[src/rtl/jtcop_pal_arb_if.sv]
// jtcop_pal_arb_if: CPU-side palette bus between the 68000 bus decoder and the palette arbiter.
interface jtcop_pal_arb_if #(
  parameter int AW = 10,
  parameter int DW = 16
);
  logic          cpu_cs;
  logic          cpu_rnw;
  logic [AW:1]   cpu_addr;
  logic [DW-1:0] cpu_dout;
  logic [1:0]    dsn;
  logic [DW-1:0] cpu_din;
  logic          cpu_ok;
  modport master(output cpu_cs, cpu_rnw, cpu_addr, cpu_dout, dsn, input cpu_din, cpu_ok);
  modport slave(input cpu_cs, cpu_rnw, cpu_addr, cpu_dout, dsn, output cpu_din, cpu_ok);
endinterface

[src/rtl/jtcop_pal_arb.sv]
// jtcop_pal_arb: single-port palette RAM arbiter; video reads own pxl_cen cycles, CPU uses the rest.
// Define JTCOP_PALBLANK_EN to let CPU writes issue only during horizontal or vertical blanking.
module jtcop_pal_arb #(
  parameter int AW = 10,
  parameter int DW = 16
) (
  input  logic           clk,
  input  logic           rst_n,
  input  logic           pxl_cen_i,
  input  logic           lhbl_i,
  input  logic           lvbl_i,
  input  logic [AW-1:0]  vid_addr_i,
  output logic [DW-1:0]  vid_data_o,
  jtcop_pal_arb_if.slave cpu,
  output logic [AW-1:0]  ram_addr_o,
  output logic [DW-1:0]  ram_din_o,
  output logic [1:0]     ram_we_o,
  input  logic [DW-1:0]  ram_dout_i
);
  typedef enum logic [1:0] {IDLE, REQ, RDW, DONE} state_t;
  state_t        state_q, state_d;
  logic          rnw_q, vid_rd_q, ok_q;
  logic [AW-1:0] addr_q;
  logic [DW-1:0] data_q, vid_q, din_q;
  logic [1:0]    dsn_q;
  logic          rd_slot, wr_slot, issue;
  assign rd_slot = !pxl_cen_i;
`ifdef JTCOP_PALBLANK_EN
  assign wr_slot = rd_slot && (!lhbl_i || !lvbl_i);
`else
  logic unused_blank;
  assign unused_blank = lhbl_i & lvbl_i;
  assign wr_slot = rd_slot;
`endif
  // A dropped cs aborts the request before it ever touches the RAM
  assign issue       = state_q == REQ && cpu.cpu_cs && (rnw_q ? rd_slot : wr_slot);
  assign ram_addr_o  = pxl_cen_i ? vid_addr_i : addr_q;
  assign ram_din_o   = data_q;
  assign ram_we_o    = issue && !rnw_q ? ~dsn_q : 2'b00;
  assign vid_data_o  = vid_q;
  assign cpu.cpu_din = din_q;
  assign cpu.cpu_ok  = ok_q;
  always_comb begin
    state_d = state_q;
    case (state_q)
      IDLE:    state_d = cpu.cpu_cs && !ok_q ? REQ : IDLE;
      REQ:     state_d = !cpu.cpu_cs ? IDLE : issue ? (rnw_q ? RDW : DONE) : REQ;
      RDW:     state_d = DONE;
      default: state_d = cpu.cpu_cs ? DONE : IDLE;
    endcase
  end
  // ram_dout in RDW belongs to the CPU address issued in REQ, even if video owns this cycle
  always_ff @(posedge clk or negedge rst_n) begin
    if (!rst_n) begin
      state_q  <= IDLE;
      vid_rd_q <= 1'b0;
      ok_q     <= 1'b0;
      rnw_q    <= 1'b0;
      addr_q   <= '0;
      data_q   <= '0;
      dsn_q    <= 2'b11;
      vid_q    <= '0;
      din_q    <= '0;
    end else begin
      state_q  <= state_d;
      vid_rd_q <= pxl_cen_i;
      ok_q     <= state_d == DONE;
      if (vid_rd_q) vid_q <= ram_dout_i;
      if (state_q == RDW) din_q <= ram_dout_i;
      if (state_q == IDLE && state_d == REQ) begin
        rnw_q  <= cpu.cpu_rnw;
        addr_q <= cpu.cpu_addr;
        data_q <= cpu.cpu_dout;
        dsn_q  <= cpu.dsn;
      end
    end
  end
endmodule
[src/flat_wrapper.sv]
// flat-port wrapper written by rule: the top's interface ports become plain ports
module jtcop_pal_arb_flat 
#(
  parameter int AW = 10,
  parameter int DW = 16
)
  (clk, rst_n, pxl_cen_i, lhbl_i, lvbl_i, vid_addr_i, vid_data_o, ram_addr_o, ram_din_o, ram_we_o, ram_dout_i, cpu_cpu_cs, cpu_cpu_rnw, cpu_cpu_addr, cpu_cpu_dout, cpu_dsn, cpu_cpu_din, cpu_cpu_ok);
  jtcop_pal_arb_if #(.AW(AW), .DW(DW)) cpu_i ();
  input  logic clk;
  input  logic rst_n;
  input  logic pxl_cen_i;
  input  logic lhbl_i;
  input  logic lvbl_i;
  input  logic [AW-1:0] vid_addr_i;
  output logic [DW-1:0] vid_data_o;
  output logic [AW-1:0] ram_addr_o;
  output logic [DW-1:0] ram_din_o;
  output logic [1:0] ram_we_o;
  input  logic [DW-1:0] ram_dout_i;
  input wire logic [$bits(cpu_i.cpu_cs)-1:0] cpu_cpu_cs;
  input wire logic [$bits(cpu_i.cpu_rnw)-1:0] cpu_cpu_rnw;
  input wire logic [$bits(cpu_i.cpu_addr)-1:0] cpu_cpu_addr;
  input wire logic [$bits(cpu_i.cpu_dout)-1:0] cpu_cpu_dout;
  input wire logic [$bits(cpu_i.dsn)-1:0] cpu_dsn;
  output wire logic [$bits(cpu_i.cpu_din)-1:0] cpu_cpu_din;
  output wire logic [$bits(cpu_i.cpu_ok)-1:0] cpu_cpu_ok;
  assign cpu_i.cpu_cs = cpu_cpu_cs;
  assign cpu_i.cpu_rnw = cpu_cpu_rnw;
  assign cpu_i.cpu_addr = cpu_cpu_addr;
  assign cpu_i.cpu_dout = cpu_cpu_dout;
  assign cpu_i.dsn = cpu_dsn;
  assign cpu_cpu_din = cpu_i.cpu_din;
  assign cpu_cpu_ok = cpu_i.cpu_ok;
  jtcop_pal_arb #(.AW(AW), .DW(DW)) u_core (.clk(clk), .rst_n(rst_n), .pxl_cen_i(pxl_cen_i), .lhbl_i(lhbl_i), .lvbl_i(lvbl_i), .vid_addr_i(vid_addr_i), .vid_data_o(vid_data_o), .cpu(cpu_i), .ram_addr_o(ram_addr_o), .ram_din_o(ram_din_o), .ram_we_o(ram_we_o), .ram_dout_i(ram_dout_i));
endmodule
[config.mk]
export PLATFORM = sky130hd
export DESIGN_NAME = jtcop_pal_arb_flat
export DESIGN_NICKNAME = d
export VERILOG_FILES = /design/src/rtl/jtcop_pal_arb_if.sv /design/src/rtl/jtcop_pal_arb.sv /design/src/flat_wrapper.sv
export SDC_FILE = /design/constraint.sdc
export NUM_CORES = 1
export LEC_CHECK = 0
export ABC_AREA = 1
export BUFFER_PORTS_ARGS = -buffer_cell sky130_fd_sc_hd__buf_2
export CORE_MARGIN = 5
export CORE_UTILIZATION = 42
export CTS_CLUSTER_DIAMETER = 80
export CTS_CLUSTER_SIZE = 14
export DETAILED_ROUTE_END_ITERATION = 7
export PLACE_DENSITY = 0.75
export RECOVER_POWER = 100
export SYNTH_ARGS = -nofsm -noshare
export SYNTH_HDL_FRONTEND = slang
export SYNTH_SLANG_ARGS = --single-unit
[constraint.sdc]
create_clock -name clk -period 1.1 [get_ports clk]
set_input_delay 0 -clock clk [delete_from_list [all_inputs] [get_ports clk]]
set_output_delay 0 -clock clk [all_outputs]
set_load 0.02 [all_outputs]
==> metrics.md <==
| Metric | Value |
|---|---|
| Final Hold Fails | 0 |
| Area growth from synthesis to layout | 63.6% |
| Synth Cell Area | 0.00278 mm² |
| Failing checks | negative setup slack |
| GP Congestion | 0.709 |
| Peak per-stage delay on the critical path | 0.40 ns |
| Htree depth | 3 |
| Die W | 91.3 µm |
| Total track usage | 0.176 |
| Initial antenna violation count | 0 |
| Delay-heaviest family, CP | flip-flops |
| Largest net degree at the start of global routing | 66 |
| Worst setup EP type | flip-flop |
| Fill count | around 520 |
| Endpoints failing setup | 33 |
| Post-synth top flop | dfrtp_1 |
| Worst-path clk slew | 0.07 ns |
| CTS Root Cell | clkbuf_8 |
| Synth Instances | around 300 |
| Vias per inst | 4.64 |
| Post-Synth Simple-Gate Area | 0.174 |
| Share of flip-flops with an asynchronous set or reset | 1.00 |
| Top cells by count, synth | nand2_1 (68), dfrtp_1 (63), inv_1 (48) |
| Yosys top cell by area | dfrtp_1 |
| # nets final | 547 |
| Crit path time final | 1.29 ns |
| Buf+Inv Stages, Crit Path | 2 |
| Detailed Place HPWL | 4410 µm |
| Die area | approximately 0.0083 mm² |
| Core Box Area | 0.00639 mm² |
| CP arrival | 1.51 ns |
| Main combinational cell family by area after synthesis | simple AND/OR/NAND/NOR gates |
| # IOs | 122 |
| Routed vias | 2,637 |
| Worst setup SP type | flip-flop |
| Row cnt | 29 |
| Router iterations before antenna repair | 4 |
| Slowest stage cell, crit path | dfrtp_1 |
| Clock sinks | 65 |
| Post-synth net total | 358 |
| Mean area per synthesized cell | 9.35 µm² |
| Total CTS buffers | 9 |
| Number of synthesized flops with an enable pin | 0 |
| Outcome | finished with violations |
| Relative slew slack | 0.420 |
| Die Ht | 91.3 µm |
| Synth unique cells | 20 |
| Antenna-violating nets left | 0 |
| Critical Path RT | 1.33 ns |
| Fmax | 0.776 GHz |
| Register area share after synthesis | 0.587 |
| Yosys Warn Count | 0 |
| Layout cells sized above 1 | 0.365 |
| Multi-input logic area | 0.00103 mm² |
| Antenna Cells | 0 |
| Congestion Overflow GR | 0 |
| Clock Latency Late Sink | 0.34 ns |
| DP Worst Slack | -0.0313 ns |
| PnR worst setup slack | -0.188 ns |
| Top-area cell type share of the netlist area | 0.568 |
| Seq. cell area | between 0.0015 and 0.002 mm² |
| Setup tns final | -5.01 ns |
| Vias in the first global route | 2,654 |
| Post-synthesis mux area share | 0.0122 |
| Port buffer count | 119 |
| Synth Area in XOR/XNOR | 0 |
| Fin. max-slew vios | 0 |
| Maximum clock insertion buffer count | 2 |
| Synth Area in Adders | 0 |
| Iteration-0 DRC count of the detailed router | just over 90 |
| Max_cap viols | 0 |
| Slew @ Worst Pin | 0.869 ns |
| Crit-path max FO | 5 |
| VDD IR max | 1750 µV |
| Routed WL | 8100 µm |
| P per Cell Area | 2530 mW/mm² |
| Leakage | 2.35 nW |
| Flops & latches, synth | 65 |
| # DRC | 0 |
| WL/cell | 14.3 µm |
| CTS tree | done |
| Setup Skew | between 0.007 and 0.008 ns |
| Unrepaired setup endpoints after global routing | yes |
| Fin Hold WS | 0.161 ns |
| First-pass GRT wire length | 12,000 µm |
| CP Class | flip-flop to flip-flop |
| Complex-gate fraction of the synthesized area | 0.129 |
| Synth top area cells | dfrtp_1 (57%), nand2_1 (9.2%), inv_1 (6.5%) |
| Crit-path cells | buf_6 > nor2_4 > nand3_4 > clkbuf_16 > nand2_4 > o21ai_2 |
| Worst hold path type | primary input to flip-flop |
| Fin crit share | 1.17 |
| Count leader, synth | nand2_1 |
| Starting Density | 0.435 |
-- final cells by class --
cell class | instances | area share
clock inverters | 6 | 0.0253
repair buffers | 191 | 0.297
inverters | 48 | 0.0402
well taps | 77 | 0.0212
clock buffers | 10 | 0.0303
flip-flops and latches | 65 | 0.359
multi-input cells | 171 | 0.227
-- cells in the final DEF, fill, tap and decap left out, drive strengths merged --
cell type | synthesis | layout
nor2 | 17 | 17
nand3 | 6 | 7
o21ai | 42 | 42
nand2 | 88 | 88
a21oi | 14 | 14
clkinvlp | 0 | 1
dlygate4sd3 | 0 | 47
dfrtp | 63 | 63
clkbuf | 4 | 66
mux2 | 3 | 3
clkinv | 0 | 2
buf | 10 | 88
inv | 48 | 48
bufinv | 0 | 3
dfstp | 2 | 2
-- layer usage --
metal  vias to the layer above  share of wire  global-route usage  routed length, µm
li1                       1300              -                   -                  -
met1                      1237           0.40               0.202               3200
met2                        91           0.53               0.303               4300
met3                         9          0.060              0.0504                482
met4                         0          0.013              0.0758                109
met5                         -              0                   0                  0
-- worst reg2reg max path, stage by stage (launching register included) --
cell	delay, ns
dfrtp_1	0.40
buf_6	0.13
nor2_4	0.14
nand3_4	0.18
clkbuf_16	0.23
nand2_4	0.06
o21ai_2	0.05
-- cells by family (layout without fill, tap and decap cells) --
family | after synthesis | count (layout)
flops | 65 | 65
mux | 3 | 3
simple gates | 111 | 112
compound gates | 56 | 56
buf+inv | 62 | 255
-- where the power goes --
part	internal, W	switching [W]	leakage [nW]
logic	0.00207	0.00290	1.44
clock network	0.00157	0.000955	0.123
registers	0.00331	0.000655	0.781
-- state kept, by name, indices dropped and copies added, names as in the netlist --
register,cells
u_core.cpu.cpu_ok,1
u_core.vid_data_o,16
u_core.vid_rd_q,1
u_core.dsn_q,2
u_core.ram_din_o,16
u_core.cpu.cpu_din,16
u_core.addr_q,10
u_core.state_q,2
u_core.rnw_q,1
-- through the flow --
stage	util	power (W)	std cells	area, µm²
detailed placement	0.548	0.00771	489	3500
finish	0.711	0.0115	568	4540
CTS	0.672	0.0106	556	4290
global route	0.711	0.0121	568	4540
floorplan	-	0.00642	297	2780
global placement	0.548	0.00759	489	3500
-- final timing paths --
check / endpoint / slack, ns / depth (start not counted) / startpoint
setup / recovery: u_core.addr_q[3] / -0.19 / 6 / u_core.state_q[1]
hold / removal: u_core.cpu.cpu_ok / 0.16 / 5 / cpu_cpu_cs
setup reg to reg: u_core.addr_q[3] / -0.19 / 6 / u_core.state_q[1]
hold reg to reg: u_core.cpu.cpu_din[12] / 0.48 / 2 / u_core.cpu.cpu_din[12]
max in group asynchronous: u_core.cpu.cpu_ok / 0.06 / 3 / rst_n
min in group asynchronous: u_core.cpu.cpu_din[0] / 0.42 / 3 / rst_n
-- repair_timing --
action / in CTS / in global routing
gates resized for setup: 12 / 53
setup buffers: 4 / 2
gates cloned: 0 / 10
hold buffers: 47 / 0
setup endpoints to repair: 28 / 47
pin swaps: 2 / 4
hold endpoints to repair: 127 / 0
(Power assumes the default switching activity.)
